<file path="src/rtl/alu_pipe_param.sv">
// Registered ALU with handshake in/out; variable shifts stall the input for k
// cycles while a counter walks up to the shift amount before the result loads.
//
// state | meaning
// IDLE  | accepting ops; single-cycle results load on the accept edge
// SHIFT | variable shift in flight; result loads when cnt reaches k
module alu_pipe_param #(
  parameter int WIDTH = 8
) (
  input  logic             clk,
  input  logic             rst_n,
  input  logic             in_valid,
  output logic             in_ready,
  input  logic [WIDTH-1:0] A,
  input  logic [WIDTH-1:0] B,
  input  logic [3:0]       sel,
  output logic             out_valid,
  input  logic             out_ready,
  output logic [WIDTH-1:0] R,
  output logic             C,
  output logic             Z,
  output logic             V,
  output logic             N
);

  localparam int KW = $clog2(WIDTH + 1);
  localparam logic [0:0] STATE_IDLE  = 1'b0;
  localparam logic [0:0] STATE_SHIFT = 1'b1;

  logic [0:0]       state_q, state_d;
  logic [KW-1:0]    cnt_q, cnt_d;
  logic [KW-1:0]    k_q, k_d;
  logic [WIDTH-1:0] pend_r_q, pend_r_d;
  logic             pend_c_q, pend_c_d;
  logic [WIDTH-1:0] r_q, r_d;
  logic             c_q, c_d, z_q, z_d, v_q, v_d, n_q, n_d;
  logic             out_valid_q, out_valid_d;
  logic             cf_q, cf_d;

  logic [KW-1:0]         k_lin, k_rol, k_eff;
  logic                  cin, var_shift;
  logic [WIDTH:0]        add_w, sub_w, shl_w, shr_w;
  logic signed [WIDTH:0] asr_w;
  logic [WIDTH-1:0]      rol_r;
  logic [WIDTH-1:0]      alu_r;
  logic                  alu_c, alu_v;

  always_comb begin
    k_lin = (B >= WIDTH'(WIDTH)) ? KW'(WIDTH) : B[KW-1:0];
    k_rol = KW'(B % WIDTH'(WIDTH));
    // Carry-in only applies to ADC/SBB, which are the sel[3] variants of ADD/SUB.
    cin   = sel[3] & cf_q;
    add_w = {1'b0, A} + {1'b0, B} + (WIDTH+1)'(cin);
    sub_w = {1'b0, A} - {1'b0, B} - (WIDTH+1)'(cin);
    shl_w = {1'b0, A} << k_lin;
    shr_w = {A, 1'b0} >> k_lin;
    asr_w = $signed({A, 1'b0}) >>> k_lin;
    rol_r = (A << k_rol) | (A >> (KW'(WIDTH) - k_rol));
    var_shift = (sel >= 4'b1010) && (sel <= 4'b1101);
    k_eff = k_lin;
    alu_r = '0;
    alu_c = 1'b0;
    alu_v = 1'b0;
    case (sel)
      4'b0000, 4'b1000: begin
        alu_r = add_w[WIDTH-1:0];
        alu_c = add_w[WIDTH];
        alu_v = (A[WIDTH-1] == B[WIDTH-1]) && (add_w[WIDTH-1] != A[WIDTH-1]);
      end
      4'b0001, 4'b1001: begin
        alu_r = sub_w[WIDTH-1:0];
        alu_c = sub_w[WIDTH];
        alu_v = (A[WIDTH-1] != B[WIDTH-1]) && (sub_w[WIDTH-1] != A[WIDTH-1]);
      end
      4'b0010: alu_r = A & B;
      4'b0011: alu_r = A | B;
      4'b0100: alu_r = A ^ B;
      4'b0101: alu_r = ~A;
      4'b0110: begin
        alu_r = {A[WIDTH-2:0], 1'b0};
        alu_c = A[WIDTH-1];
      end
      4'b0111: begin
        alu_r = {1'b0, A[WIDTH-1:1]};
        alu_c = A[0];
      end
      4'b1010: begin
        alu_r = shl_w[WIDTH-1:0];
        alu_c = shl_w[WIDTH];
      end
      4'b1011: begin
        alu_r = shr_w[WIDTH:1];
        alu_c = shr_w[0];
      end
      4'b1100: begin
        alu_r = asr_w[WIDTH:1];
        alu_c = asr_w[0];
      end
      4'b1101: begin
        k_eff = k_rol;
        alu_r = rol_r;
        alu_c = (k_rol != '0) & rol_r[0];
      end
      default: ;
    endcase
  end

  logic             accept, load;
  logic [WIDTH-1:0] ld_r;
  logic             ld_c, ld_v;

  always_comb begin
    in_ready    = (state_q == STATE_IDLE) && (!out_valid_q || out_ready);
    accept      = in_valid && in_ready;
    state_d     = state_q;
    cnt_d       = cnt_q;
    k_d         = k_q;
    pend_r_d    = pend_r_q;
    pend_c_d    = pend_c_q;
    r_d         = r_q;
    c_d         = c_q;
    z_d         = z_q;
    v_d         = v_q;
    n_d         = n_q;
    out_valid_d = out_valid_q;
    cf_d        = cf_q;
    load        = 1'b0;
    ld_r        = alu_r;
    ld_c        = alu_c;
    ld_v        = alu_v;
    case (state_q)
      STATE_IDLE: begin
        if (accept) begin
          if (var_shift && (k_eff != '0)) begin
            state_d  = STATE_SHIFT;
            cnt_d    = KW'(1);
            k_d      = k_eff;
            pend_r_d = alu_r;
            pend_c_d = alu_c;
          end else begin
            load = 1'b1;
          end
        end
      end
      default: begin
        if (cnt_q == k_q) begin
          state_d = STATE_IDLE;
          load    = 1'b1;
          ld_r    = pend_r_q;
          ld_c    = pend_c_q;
          ld_v    = 1'b0;
        end else begin
          cnt_d = cnt_q + KW'(1);
        end
      end
    endcase
    if (load) begin
      r_d         = ld_r;
      c_d         = ld_c;
      v_d         = ld_v;
      z_d         = (ld_r == '0);
      n_d         = ld_r[WIDTH-1];
      out_valid_d = 1'b1;
      cf_d        = ld_c;
    end else if (out_ready) begin
      out_valid_d = 1'b0;
    end
  end

  always_ff @(posedge clk) begin
    if (!rst_n) begin
      state_q     <= STATE_IDLE;
      cnt_q       <= '0;
      k_q         <= '0;
      pend_r_q    <= '0;
      pend_c_q    <= 1'b0;
      r_q         <= '0;
      c_q         <= 1'b0;
      z_q         <= 1'b0;
      v_q         <= 1'b0;
      n_q         <= 1'b0;
      out_valid_q <= 1'b0;
      cf_q        <= 1'b0;
    end else begin
      state_q     <= state_d;
      cnt_q       <= cnt_d;
      k_q         <= k_d;
      pend_r_q    <= pend_r_d;
      pend_c_q    <= pend_c_d;
      r_q         <= r_d;
      c_q         <= c_d;
      z_q         <= z_d;
      v_q         <= v_d;
      n_q         <= n_d;
      out_valid_q <= out_valid_d;
      cf_q        <= cf_d;
    end
  end

  assign out_valid = out_valid_q;
  assign R = r_q;
  assign C = c_q;
  assign Z = z_q;
  assign V = v_q;
  assign N = n_q;

endmodule
</file>
<file path="config.mk">
export PLATFORM = sky130hd
export DESIGN_NAME = alu_pipe_param
export DESIGN_NICKNAME = d
export VERILOG_FILES = /design/src/rtl/alu_pipe_param.sv
export SDC_FILE = /design/constraint.sdc
export NUM_CORES = 1
export LEC_CHECK = 0
export CORE_MARGIN = 2
export CORE_UTILIZATION = 28
export DETAILED_ROUTE_END_ITERATION = 12
export DONT_BUFFER_PORTS = 1
export PLACE_DENSITY = 0.46
export SYNTH_ARGS = -nofsm -noshare
export SYNTH_HDL_FRONTEND = slang
export SYNTH_SLANG_ARGS = --single-unit
</file>
<file path="constraint.sdc">
create_clock -name clk -period 6.4 [get_ports clk]
set_input_delay 1.28 -clock clk [delete_from_list [all_inputs] [get_ports clk]]
set_output_delay 1.28 -clock clk [all_outputs]
set_load 0.05 [all_outputs]
</file>
==> metrics.md <==
| Metric | Value |
|---|---|
| Status | `finished, final reports clean` |
| Yosys reg bits | `30` |
| Sequential Area | `601 um2` |
| Vias in the first global route | `around 4,600` |
| Post-DR vias/cell | `6.12` |
| Area Overhead vs Synth | `4.10%` |
| ANT cells | `0` |
| Top cells by area, synth | `dfxtp_1, ha_1, mux2i_1` |
| Synthesized-area fraction occupied by adder cells | `0.108` |
| WL final | `17.9 mm` |
| Max frequency | `220 MHz` |
| Pin count of the biggest net entering global routing | `47` |
| Post-CTS Resized | `0` |
| Setup CP Type | `in2reg` |
| H-tree levels | `2` |
| Post-synthesis instance total | `approximately 600` |
| Worst-path clk slew | `~50 ps` |
| Cell Pwr Density | `around 160 nW/um2` |
| Mapped cell area | `roughly 4700 um2` |
| Die X | `about 130 um` |
| # hold bufs at CTS | `0` |
| Arrival @ worst endpoint | `about 4800 ps` |
| Post-synth EDFFs | `0` |
| Met2 usage | `0.326` |
| Lkg Pwr | `~1.8 nW` |
| Gpl congestion | `0.982` |
| Antenna viol nets, final | `0` |
| First-pass GRT wire length | `~28 mm` |
| Clock power frac | `0.343` |
| Share of post-route cells with drive strength above 1 | `0.0787` |
| CP Cell Sequence | `inv_1 > ha_1 > mux4_2 > nand3_1 > a31oi_1 > nor4_1 > o211ai_1 > mux2_2 > a211oi_2 > a32o_1` |
| Top delay family on crit path | `multiplexers` |
| Die span in y | `roughly 130 um` |
| XOR/XNOR share of the synthesized area | `0.0319` |
| Sequential fraction of the synthesis area | `0.129` |
| Library cells used by synthesis | `83` |
| NumNets Final | `around 630` |
| Setup violators final | `0` |
| Crit path max fanout | `45` |
| Slowest cell on the critical path | `ha_1` |
| Dpl hpwl | `between 10 and 15 mm` |
| Gr busiest metal | `met2` |
| TritonCTS Sinks | `30` |
| Met1 usage | `0.256` |
| Mapped Nets | `slightly below 700` |
| Main combinational cell family by area after synthesis | `compound AO/OA/AOI/OAI gates` |
| Worst-Margin Slew | `1060 ps` |
| Proportion of synthesized area in mux cells | `0.0848` |
| Main synth FF type | `dfxtp_1` |
| Psw | `between 0.2 and 0.3 mW` |
| Clock skew | `2.91 ps` |
| Iteration-0 DRC Markers | `between 400 and 500` |
| Initial Util | `0.284` |
| Seq pwr share | `0.298` |
| Drt first pass iters | `5` |
| R2r setup slk | `2400 ps` |
| PortBufs | `0` |
| Root Driver | `clkbuf_16` |
| Max_cap viols | `0` |
| Slowest stage delay, CP | `between 500 and 600 ps` |
| Setup bufs post-CTS | `0` |
| Max Slew Vio Count | `0` |
| Vias | `4,844` |
| Critical Path End Type | `flip-flop` |
| Grt ovf | `0` |
| Full die area | `approximately 18,000 um2` |
| Startpoint Class | `input port` |
| Clock tree from TritonCTS | `done` |
| Fillers | `between 1,500 and 2,000` |
| Top Ports | `38` |
| Rows | `47` |
| RSZ-0062 raised after global routing | `false` |
| Crit path required time | `6610 ps` |
| Min cycle time layout | `4540 ps` |
| Met3 usage | `0.0364` |
| Yosys top cell area share | `0.129` |
| Initial antenna violation count | `0` |
| Yosys warns | `0` |
| Wirelength per Cell | `around 23 um` |
| Skew-Pair Late Insertion Delay | `between 200 and 300 ps` |
| Fin util | `0.296` |
| Buffers & Inverters on Critical Path | `1` |
| Gr usage total | `0.198` |
| Max Buffers Root-to-Sink | `2` |
| Syn Area/Cell | `7.55 um2` |
| Drt drc | `0` |
| Peak VDD IR | `approximately 0.12 mV` |
| Relative slew margins | `0.287` |
| Simple-gate share of the synthesized area | `0.258` |
| Synth area leader | `dfxtp_1` |
| Compound-cell area share of the yosys netlist | `0.303` |
| Comb power frac | `0.359` |
| Fin. Hold Viols | `0` |
| Cts bufs inserted | `5` |
| Sum Neg Setup Slack | `0 ps` |
| Final period util | `0.710` |
| Post-synth ARST share | `0` |
| Hold/Removal Path Class | `reg2reg` |
| Switching Fraction | `0.357` |
| Int Pwr | `between 0.4 and 0.5 mW` |
| Area of the multi-input gates | `approximately 3700 um2` |
| Core Region | `between 15,000 and 20,000 um2` |
[tightest hold or removal path, cell delays in order (launching register included)]
cell and delay, ps:
dfxtp_1 310, nand2_1 50, a21boi_0 60
[path summary, 6_finish.rpt]
kind	cells after the start	to	from
setup / recovery	10	Z	B[0]
hold / removal	2	k_q[1]	k_q[1]
setup reg to reg	11	Z	cf_q
hold reg to reg	2	k_q[1]	k_q[1]
[state kept, by name, indices dropped and copies added, names as in the netlist]
signal and count:
out_valid 1, state_q 1, V 1, cnt_q 4, Z 1, cf_q 1, R 8, pend_c_q 1
k_q 4, pend_r_q 8
[layout by cell type (no fill, tap or decap), drive strengths merged, types with 7 or more instances in the layout]
master   instances
nand2           52
mux2i           20
ha              34
a31oi           11
a21oi           27
dfxtp           30
o21a             9
nor3            18
nor4             8
nand4            7
nand3           18
nor2b           13
o2111ai          8
a32oi            7
a21boi          12
inv             35
xor2            10
xnor2            7
o21ai           32
nand2b          12
o211ai          15
or3              7
nor2            42
a2111oi          8
[cells by family after synthesis]
family	count (synthesis)
AO/OA/AOI/OAI	189
XOR/XNOR	17
adder cells (fa/ha/maj)	38
buffers and inverters	91
flip-flops	30
multiplexers	31
AND/OR/NAND/NOR	222
[cell usage after synthesis (6+ instances only)]
master,number
o211ai_1,15
dfxtp_1,30
ha_1,34
clkbuf_1,28
nand2b_1,12
a31oi_1,11
buf_2,18
nand3b_1,6
nor2b_1,13
nor4_1,8
a21boi_0,12
xnor2_1,7
inv_1,34
o2111ai_1,8
o211a_1,6
mux2i_1,20
nand2_1,52
a32oi_1,7
a21oi_1,27
o21a_1,9
nor2_1,41
a21o_1,6
or3_1,7
nand3_1,18
or2_2,6
nor3_1,16
o21ai_0,30
nand4_1,7
mux4_2,6
xor2_1,10
[area by class of cell]
type | count | area share
inverters | 36 | 0.0278
multi-input cells | 497 | 0.756
flip-flops and latches | 30 | 0.124
clock inverters | 3 | 0.00825
repair buffers | 1 | 0.00155
clock buffers | 5 | 0.0258
well taps | 220 | 0.0567
[routing by layer]
layer	up-vias	wire [um]
li1	2223	-
met1	2336	7470
met2	233	8390
met3	52	1290
met4	0	754
met5	-	0
[power by group through the flow]
stage	combinational (mW)	clock, mW	sequential, mW
floorplan	0.238	0	0.228
global placement	0.270	0	0.232
detailed placement	0.269	0	0.233
CTS	0.271	0.266	0.229
global route	0.299	0.279	0.230
finish	0.275	0.263	0.229
[metrics by stage]
stage / cell area [um2] / power (mW) / std cells / setup WS, ps / hold WS (ps)
finish: 4860 / 0.767 / 792 / 1860 / 476
global route: 4860 / 0.807 / 792 / 1590 / 485
CTS: 4860 / 0.766 / 792 / 1960 / 480
detailed placement: 4690 / 0.502 / 784 / 1720 / 474
global placement: 4690 / 0.503 / 784 / 1680 / 478
floorplan: 4660 / 0.466 / 618 / 2160 / 453
Note: power is estimated with default switching activity, not from simulation.
